**config.mk**
```make
export PLATFORM = sky130hd
export DESIGN_NAME = simon_serial_host
export DESIGN_NICKNAME = d
export VERILOG_FILES = /design/src/rtl/simon_pkg.sv /design/src/rtl/simon_piso_sipo.sv /design/src/rtl/simon_serial_host.sv
export SDC_FILE = /design/constraint.sdc
export NUM_CORES = 1
export LEC_CHECK = 0
export BUFFER_PORTS_ARGS = -buffer_cell sky130_fd_sc_hd__buf_2
export CAP_MARGIN = 20
export CORE_MARGIN = 3
export CORE_UTILIZATION = 56
export DETAILED_ROUTE_END_ITERATION = 16
export PLACE_DENSITY = 0.88
export SLEW_MARGIN = 20
export SYNTH_ARGS = -nofsm -noshare
export SYNTH_HDL_FRONTEND = slang
export SYNTH_SLANG_ARGS = --single-unit
```
**constraint.sdc**
```tcl
create_clock -name clk -period 3 [get_ports clk]
set_clock_uncertainty 0.05 [all_clocks]
set_input_delay 0.15 -clock clk [delete_from_list [all_inputs] [get_ports clk]]
set_output_delay 0.15 -clock clk [all_outputs]
set_load 0.02 [all_outputs]
```
**src/rtl/simon_pkg.sv**
```systemverilog
// Shared constants for the SIMON serial host: core data_rdy codes, FSM states
// and default block/key/watchdog widths.
package simon_pkg;

  localparam int BLOCK_W_DEF   = 64;
  localparam int KEY_W_DEF     = 128;
  localparam int TIMEOUT_W_DEF = 12;

  localparam logic [1:0] RDY_IDLE = 2'b00;
  localparam logic [1:0] RDY_PT   = 2'b01;
  localparam logic [1:0] RDY_KEY  = 2'b10;
  localparam logic [1:0] RDY_RUN  = 2'b11;

  typedef enum logic [2:0] {
    ST_IDLE     = 3'd0,
    ST_LOAD_PT  = 3'd1,
    ST_LOAD_KEY = 3'd2,
    ST_RUN      = 3'd3,
    ST_CAPTURE  = 3'd4
  } state_t;

endpackage

```
**src/rtl/simon_piso_sipo.sv**
```systemverilog
// Generic right-shifting register: parallel load, or shift with a serial bit
// entering at the MSB (tie i_sin low for parallel-in/serial-out use).
module simon_piso_sipo #(
  parameter int W     = 64,
  parameter int OUT_W = W
) (
  input  logic             clk,
  input  logic             reset,
  input  logic             i_load,
  input  logic [W-1:0]     i_din,
  input  logic             i_shift,
  input  logic             i_sin,
  output logic [OUT_W-1:0] o_q
);

  logic [W-1:0] r_q;

  always_ff @(posedge clk or negedge reset) begin
    if (!reset) begin
      r_q <= '0;
    end else if (i_load) begin
      r_q <= i_din;
    end else if (i_shift) begin
      r_q <= {i_sin, r_q[W-1:1]};
    end
  end

  // Serial users only need the low bits; the rest stay internal.
  assign o_q = r_q[OUT_W-1:0];

endmodule

```
**src/rtl/simon_serial_host.sv**
```systemverilog
// Parallel-to-serial front end for the bit-serial SIMON core: shifts pt and key
// in LSB first, waits for valid (with watchdog), then gathers the serial ciphertext.
module simon_serial_host
  import simon_pkg::*;
#(
  parameter int BLOCK_W   = BLOCK_W_DEF,
  parameter int KEY_W     = KEY_W_DEF,
  parameter int TIMEOUT_W = TIMEOUT_W_DEF
) (
  input  logic               clk,
  input  logic               reset,
  input  logic               start,
  input  logic [BLOCK_W-1:0] pt_in,
  input  logic [KEY_W-1:0]   key_in,
  output logic               busy,
  output logic               done,
  output logic               timeout,
  output logic [BLOCK_W-1:0] ct_out,
  output logic               core_data_in,
  output logic [1:0]         core_rdy,
  input  logic               core_out,
  input  logic               core_valid
);

  localparam int CNT_W = $clog2(KEY_W);
  localparam logic [CNT_W-1:0]     PT_LAST  = CNT_W'(BLOCK_W - 1);
  localparam logic [CNT_W-1:0]     KEY_LAST = CNT_W'(KEY_W - 1);
  localparam logic [TIMEOUT_W-1:0] WD_LAST  = TIMEOUT_W'((1 << TIMEOUT_W) - 2);

  state_t               r_state, w_state_next;
  logic [CNT_W-1:0]     r_cnt, w_cnt_next;
  logic [TIMEOUT_W-1:0] r_wd, w_wd_next;
  logic                 r_busy, w_busy_next;
  logic                 r_done, w_done_next;
  logic                 r_timeout, w_timeout_next;
  logic [BLOCK_W-1:0]   r_ct_out, w_ct_out_next;
  logic                 r_data, w_data_next;
  logic [1:0]           r_rdy, w_rdy_next;

  logic               w_load, w_pt_shift, w_key_shift, w_ct_shift;
  logic [0:0]         w_pt_q, w_key_q;
  logic [BLOCK_W-2:0] w_ct_q;

  // pt bit 0 goes straight to the output register on start, so the shifter
  // holds the remaining bits with bit 1 already at its LSB.
  simon_piso_sipo #(.W(BLOCK_W), .OUT_W(1)) u_pt_sr (
    .clk(clk), .reset(reset), .i_load(w_load), .i_din({1'b0, pt_in[BLOCK_W-1:1]}),
    .i_shift(w_pt_shift), .i_sin(1'b0), .o_q(w_pt_q)
  );

  simon_piso_sipo #(.W(KEY_W), .OUT_W(1)) u_key_sr (
    .clk(clk), .reset(reset), .i_load(w_load), .i_din(key_in),
    .i_shift(w_key_shift), .i_sin(1'b0), .o_q(w_key_q)
  );

  // One bit narrower than the block: the last ciphertext bit is merged in
  // directly when ct_out is written.
  simon_piso_sipo #(.W(BLOCK_W-1)) u_ct_sr (
    .clk(clk), .reset(reset), .i_load(1'b0), .i_din('0),
    .i_shift(w_ct_shift), .i_sin(core_out), .o_q(w_ct_q)
  );

  always_ff @(posedge clk or negedge reset) begin
    if (!reset) begin
      r_state   <= ST_IDLE;
      r_cnt     <= '0;
      r_wd      <= '0;
      r_busy    <= 1'b0;
      r_done    <= 1'b0;
      r_timeout <= 1'b0;
      r_ct_out  <= '0;
      r_data    <= 1'b0;
      r_rdy     <= RDY_IDLE;
    end else begin
      r_state   <= w_state_next;
      r_cnt     <= w_cnt_next;
      r_wd      <= w_wd_next;
      r_busy    <= w_busy_next;
      r_done    <= w_done_next;
      r_timeout <= w_timeout_next;
      r_ct_out  <= w_ct_out_next;
      r_data    <= w_data_next;
      r_rdy     <= w_rdy_next;
    end
  end

  always_comb begin
    w_state_next   = r_state;
    w_cnt_next     = r_cnt;
    w_wd_next      = r_wd;
    w_busy_next    = r_busy;
    w_done_next    = 1'b0;
    w_timeout_next = r_timeout;
    w_ct_out_next  = r_ct_out;
    w_data_next    = r_data;
    w_rdy_next     = r_rdy;
    w_load         = 1'b0;
    w_pt_shift     = 1'b0;
    w_key_shift    = 1'b0;
    w_ct_shift     = 1'b0;

    case (r_state)
      ST_IDLE: begin
        if (start) begin
          w_load         = 1'b1;
          w_timeout_next = 1'b0;
          w_busy_next    = 1'b1;
          w_data_next    = pt_in[0];
          w_rdy_next     = RDY_PT;
          w_cnt_next     = '0;
          w_state_next   = ST_LOAD_PT;
        end
      end
      ST_LOAD_PT: begin
        w_pt_shift = 1'b1;
        if (r_cnt == PT_LAST) begin
          // Key bit 0 is presented next; advance the key shifter to bit 1.
          w_key_shift  = 1'b1;
          w_data_next  = w_key_q[0];
          w_rdy_next   = RDY_KEY;
          w_cnt_next   = '0;
          w_state_next = ST_LOAD_KEY;
        end else begin
          w_data_next = w_pt_q[0];
          w_cnt_next  = r_cnt + 1'b1;
        end
      end
      ST_LOAD_KEY: begin
        w_key_shift = 1'b1;
        if (r_cnt == KEY_LAST) begin
          w_data_next  = 1'b0;
          w_rdy_next   = RDY_RUN;
          w_cnt_next   = '0;
          w_wd_next    = '0;
          w_state_next = ST_RUN;
        end else begin
          w_data_next = w_key_q[0];
          w_cnt_next  = r_cnt + 1'b1;
        end
      end
      ST_RUN: begin
        if (core_valid) begin
          w_ct_shift   = 1'b1;
          w_cnt_next   = CNT_W'(1);
          w_state_next = ST_CAPTURE;
        end else if (r_wd == WD_LAST) begin
          w_wd_next      = '0;
          w_timeout_next = 1'b1;
          w_done_next    = 1'b1;
          w_busy_next    = 1'b0;
          w_rdy_next     = RDY_IDLE;
          w_state_next   = ST_IDLE;
        end else begin
          w_wd_next = r_wd + 1'b1;
        end
      end
      ST_CAPTURE: begin
        w_ct_shift = 1'b1;
        if (r_cnt == PT_LAST) begin
          w_ct_out_next = {core_out, w_ct_q};
          w_done_next   = 1'b1;
          w_busy_next   = 1'b0;
          w_rdy_next    = RDY_IDLE;
          w_cnt_next    = '0;
          w_state_next  = ST_IDLE;
        end else begin
          w_cnt_next = r_cnt + 1'b1;
        end
      end
      default: begin
        w_state_next = ST_IDLE;
      end
    endcase
  end

  assign busy         = r_busy;
  assign done         = r_done;
  assign timeout      = r_timeout;
  assign ct_out       = r_ct_out;
  assign core_data_in = r_data;
  assign core_rdy     = r_rdy;

endmodule

```
==> metrics.md <==
| Metric | Value |
|---|---|
| Register area | `8660 sq um` |
| CTS max path bufs | `3` |
| Worst Setup Start Kind | `register` |
| Tcrit/Tclk final | `0.899` |
| CTS H-Tree Depth | `2` |
| CP Capture Type | `register` |
| Ys Warns | `0` |
| Post-layout nets | `2124` |
| DR vias | `13889` |
| Leak | `9.63 nW` |
| Final hold violations | `0` |
| Crit-path leading delay family | `simple AND/OR/NAND/NOR gates` |
| CTS tree | `built` |
| Mapped Cells | `1498` |
| Latest clock arrival within the worst-skew pair | `510 ps` |
| EDFF count, synth | `0` |
| Starting Density | `0.575` |
| RSZ-0062 raised after global routing | `false` |
| Chip width | `170 um` |
| IO buf count | `266` |
| Worst VDD drop | `0.000724 V` |
| Root Driver | `clkbuf_16` |
| Min Tclk post-route | `2700 ps` |
| DR DRC count | `0` |
| CTS clk-pin slew, worst paths | `60 ps` |
| Vias in the first global route | `14255` |
| Slew headroom | `0.431` |
| FP Rows | `59` |
| # Post-CTS Setup Buffers | `0` |
| First-pass iteration count of the detailed router | `7` |
| DP Wirelength | `24100 um` |
| 1st-iter DRT viols | `1532` |
| Register share of total power | `0.440` |
| Sw Pwr | `5.45 mW` |
| Synth area leaders | `dfrtp_1, nand2_1, a31oi_1` |
| Initial antenna violation count | `2` |
| Net Count, Synth | `1698` |
| Power Density | `790 nW/um^2` |
| Cts bufs inserted | `37` |
| Final TNS setup | `0 ps` |
| Fillers | `1518` |
| Post-synth ARST share | `1.00` |
| Most common cell after layout, fill and taps aside | `nand2_1` |
| Number of placed I/O pins | `267` |
| Synth Flop Type | `dfrtp_1` |
| # clock sinks | `346` |
| WP buf/inv | `1` |
| Yosys reg bits | `346` |
| Wirelength per Cell | `20.5 um` |
| Final setup fails | `0` |
| Commonest non-fill, non-tap cells in the layout | `nand2_1, dfrtp_1, buf_2` |
| CP cell instances | `ha_1, nand2_2, nor4b_1, a21o_4, buf_12, nor2_1, a31oi_1` |
| Layout area overhead | `31.5%` |
| Post-synthesis sequential area ratio | `0.572` |
| GRT Overall Usage | `0.320` |
| Avg Cell Area, Syn | `10.1 sq um` |
| Clock Power Share | `0.284` |
| Final WL | `46900 um` |
| Min Hold Slack | `46.3 ps` |
| Placer Congestion | `0.877` |
| Synth top area share | `0.572` |
| Core area | `26400 sq um` |
| Max Cap Viol | `0` |
| Area of the multi-input gates | `5950 sq um` |
| DIE AREA | `29100 sq um` |
| Setup CP Type | `reg -> reg` |
| Drt via density | `6.07` |
| Pin count of the biggest net entering global routing | `140` |
| Max incr delay on CP | `740 ps` |
| Worst EP required | `3330 ps` |
| Overall die height | `170 um` |
| Slew Limit Fails | `0` |
| Fmax achieved | `0.371 GHz` |
| Worst Hold Class | `in -> reg` |
| Post-DRT Antenna Nets | `0` |
| Area leader, netlist | `dfrtp_1` |
| GR Overflow Total | `0` |
| Sw Ratio | `0.346` |
| Distinct cells, synth | `55` |
| Slowest cell on the critical path | `nor4b_1` |
| Status | `completed` |
| Mapped Area | `15100 sq um` |
| Comb power frac | `0.276` |
| P_int | `10.3 mW` |
| Critical Path AT | `3030 ps` |
| First-pass GRT wire length | `74200 um` |
| Worst-Margin Slew | `842 ps` |
| Fraction of layout cells with a size suffix above 1 | `0.252` |
| CP max FO | `109` |
## power groups by stage
stage	Clock, mW	Combinational [mW]	Sequential [mW]
after floorplan	0	2.80	6.59
after global placement	0	3.52	6.73
after detailed placement	0	3.70	6.79
after CTS	4.49	3.94	6.74
after global routing	4.71	4.75	7.02
final	4.47	4.34	6.93
## sequential cells by signal, summed over array words and instances, names as in the netlist, 2 cells and up
| name | count |
|---|---|
| u_ct_sr.o_q | 63 |
| r_state | 3 |
| ct_out | 64 |
| u_key_sr.r_q | 128 |
| r_cnt | 7 |
| r_wd | 12 |
| core_rdy | 2 |
| u_pt_sr.r_q | 63 |
## metal layers
| layer | GRT usage | part of all wire | routed length, um |
|---|---|---|---|
| met2 | 0.541 | 0.49 | 23000 |
| met4 | 0.185 | 0.068 | 3170 |
| met5 | 0 | 0 | 0 |
| met3 | 0.0671 | 0.086 | 4020 |
| met1 | 0.379 | 0.36 | 16700 |
## cell type report
| type | instances | area share |
|---|---|---|
| flip-flops and latches | 346 | 0.435 |
| multi-input cells | 1042 | 0.299 |
| repair buffers | 492 | 0.185 |
| clock buffers | 57 | 0.0544 |
| well taps | 335 | 0.0210 |
| clock inverters | 6 | 0.00421 |
| inverters | 5 | 0.000942 |
| diodes | 6 | 0.000754 |
## per-stage QoR
stage / instance area, sq um / total power, mW / setup WS [ps] / cells / util
6_report: 19900 / 15.7 / 303 / 2289 / 0.756
5_1_grt: 19900 / 16.5 / 242 / 2284 / 0.755
4_1_cts: 19900 / 15.2 / 492 / 2283 / 0.755
3_5_place_dp: 16800 / 10.5 / 528 / 2025 / 0.637
3_3_place_gp: 16800 / 10.2 / 679 / 2025 / 0.637
2_1_floorplan: 15100 / 9.39 / 810 / 1498 / -
## repair_timing
action / in CTS / in global routing
endpoints found under the hold margin: 284 / 0
gates resized for setup: 0 / 0
hold buffers: 195 / 0
## kinds of logic (layout without fill, tap and decap cells)
group | count (synthesis) | after routing | synth area share
xor+xnor | 2 | 2 | 0.00116
buf+inv | 110 | 560 | 0.0376
other cells | 0 | 6 | 0
mux | 128 | 128 | 0.110
fa+ha+maj | 3 | 3 | 0.00248
flops | 346 | 346 | 0.572
simple gates | 654 | 654 | 0.171
compound gates | 255 | 255 | 0.106
## synthesized netlist by cell type, types with 5 or more instances
cell type	n
nand2_1	406
dfrtp_1	346
nor2_1	206
a31oi_1	191
mux2_2	67
mux2_4	60
clkbuf_1	53
buf_2	38
o21ai_0	32
nand3_1	8
buf_1	6
buf_12	6
a21oi_1	5
inv_1	5
nor2b_1	5
nor3_1	5
o31ai_1	5
## worst paths after layout
check	start	to	slack (ps)	depth (start not counted)
setup reg to reg	r_cnt[0]	u_key_sr.r_q[61]	300	7
hold / removal	start	core_data_in	50	3
max in group asynchronous	reset	u_key_sr.r_q[113]	1800	3
hold reg to reg	r_wd[11]	r_wd[11]	440	1
min in group asynchronous	reset	ct_out[16]	220	2
setup / recovery	r_cnt[0]	u_key_sr.r_q[61]	300	7
## worst reg2reg max path: stages (launching register included)
cell and delay (ps):
dfrtp_1 390, ha_1 230, nand2_2 90, nor4b_1 740
a21o_4 280, buf_12 320, nor2_1 180, a31oi_1 290
Power figures use the tool's default switching activity.
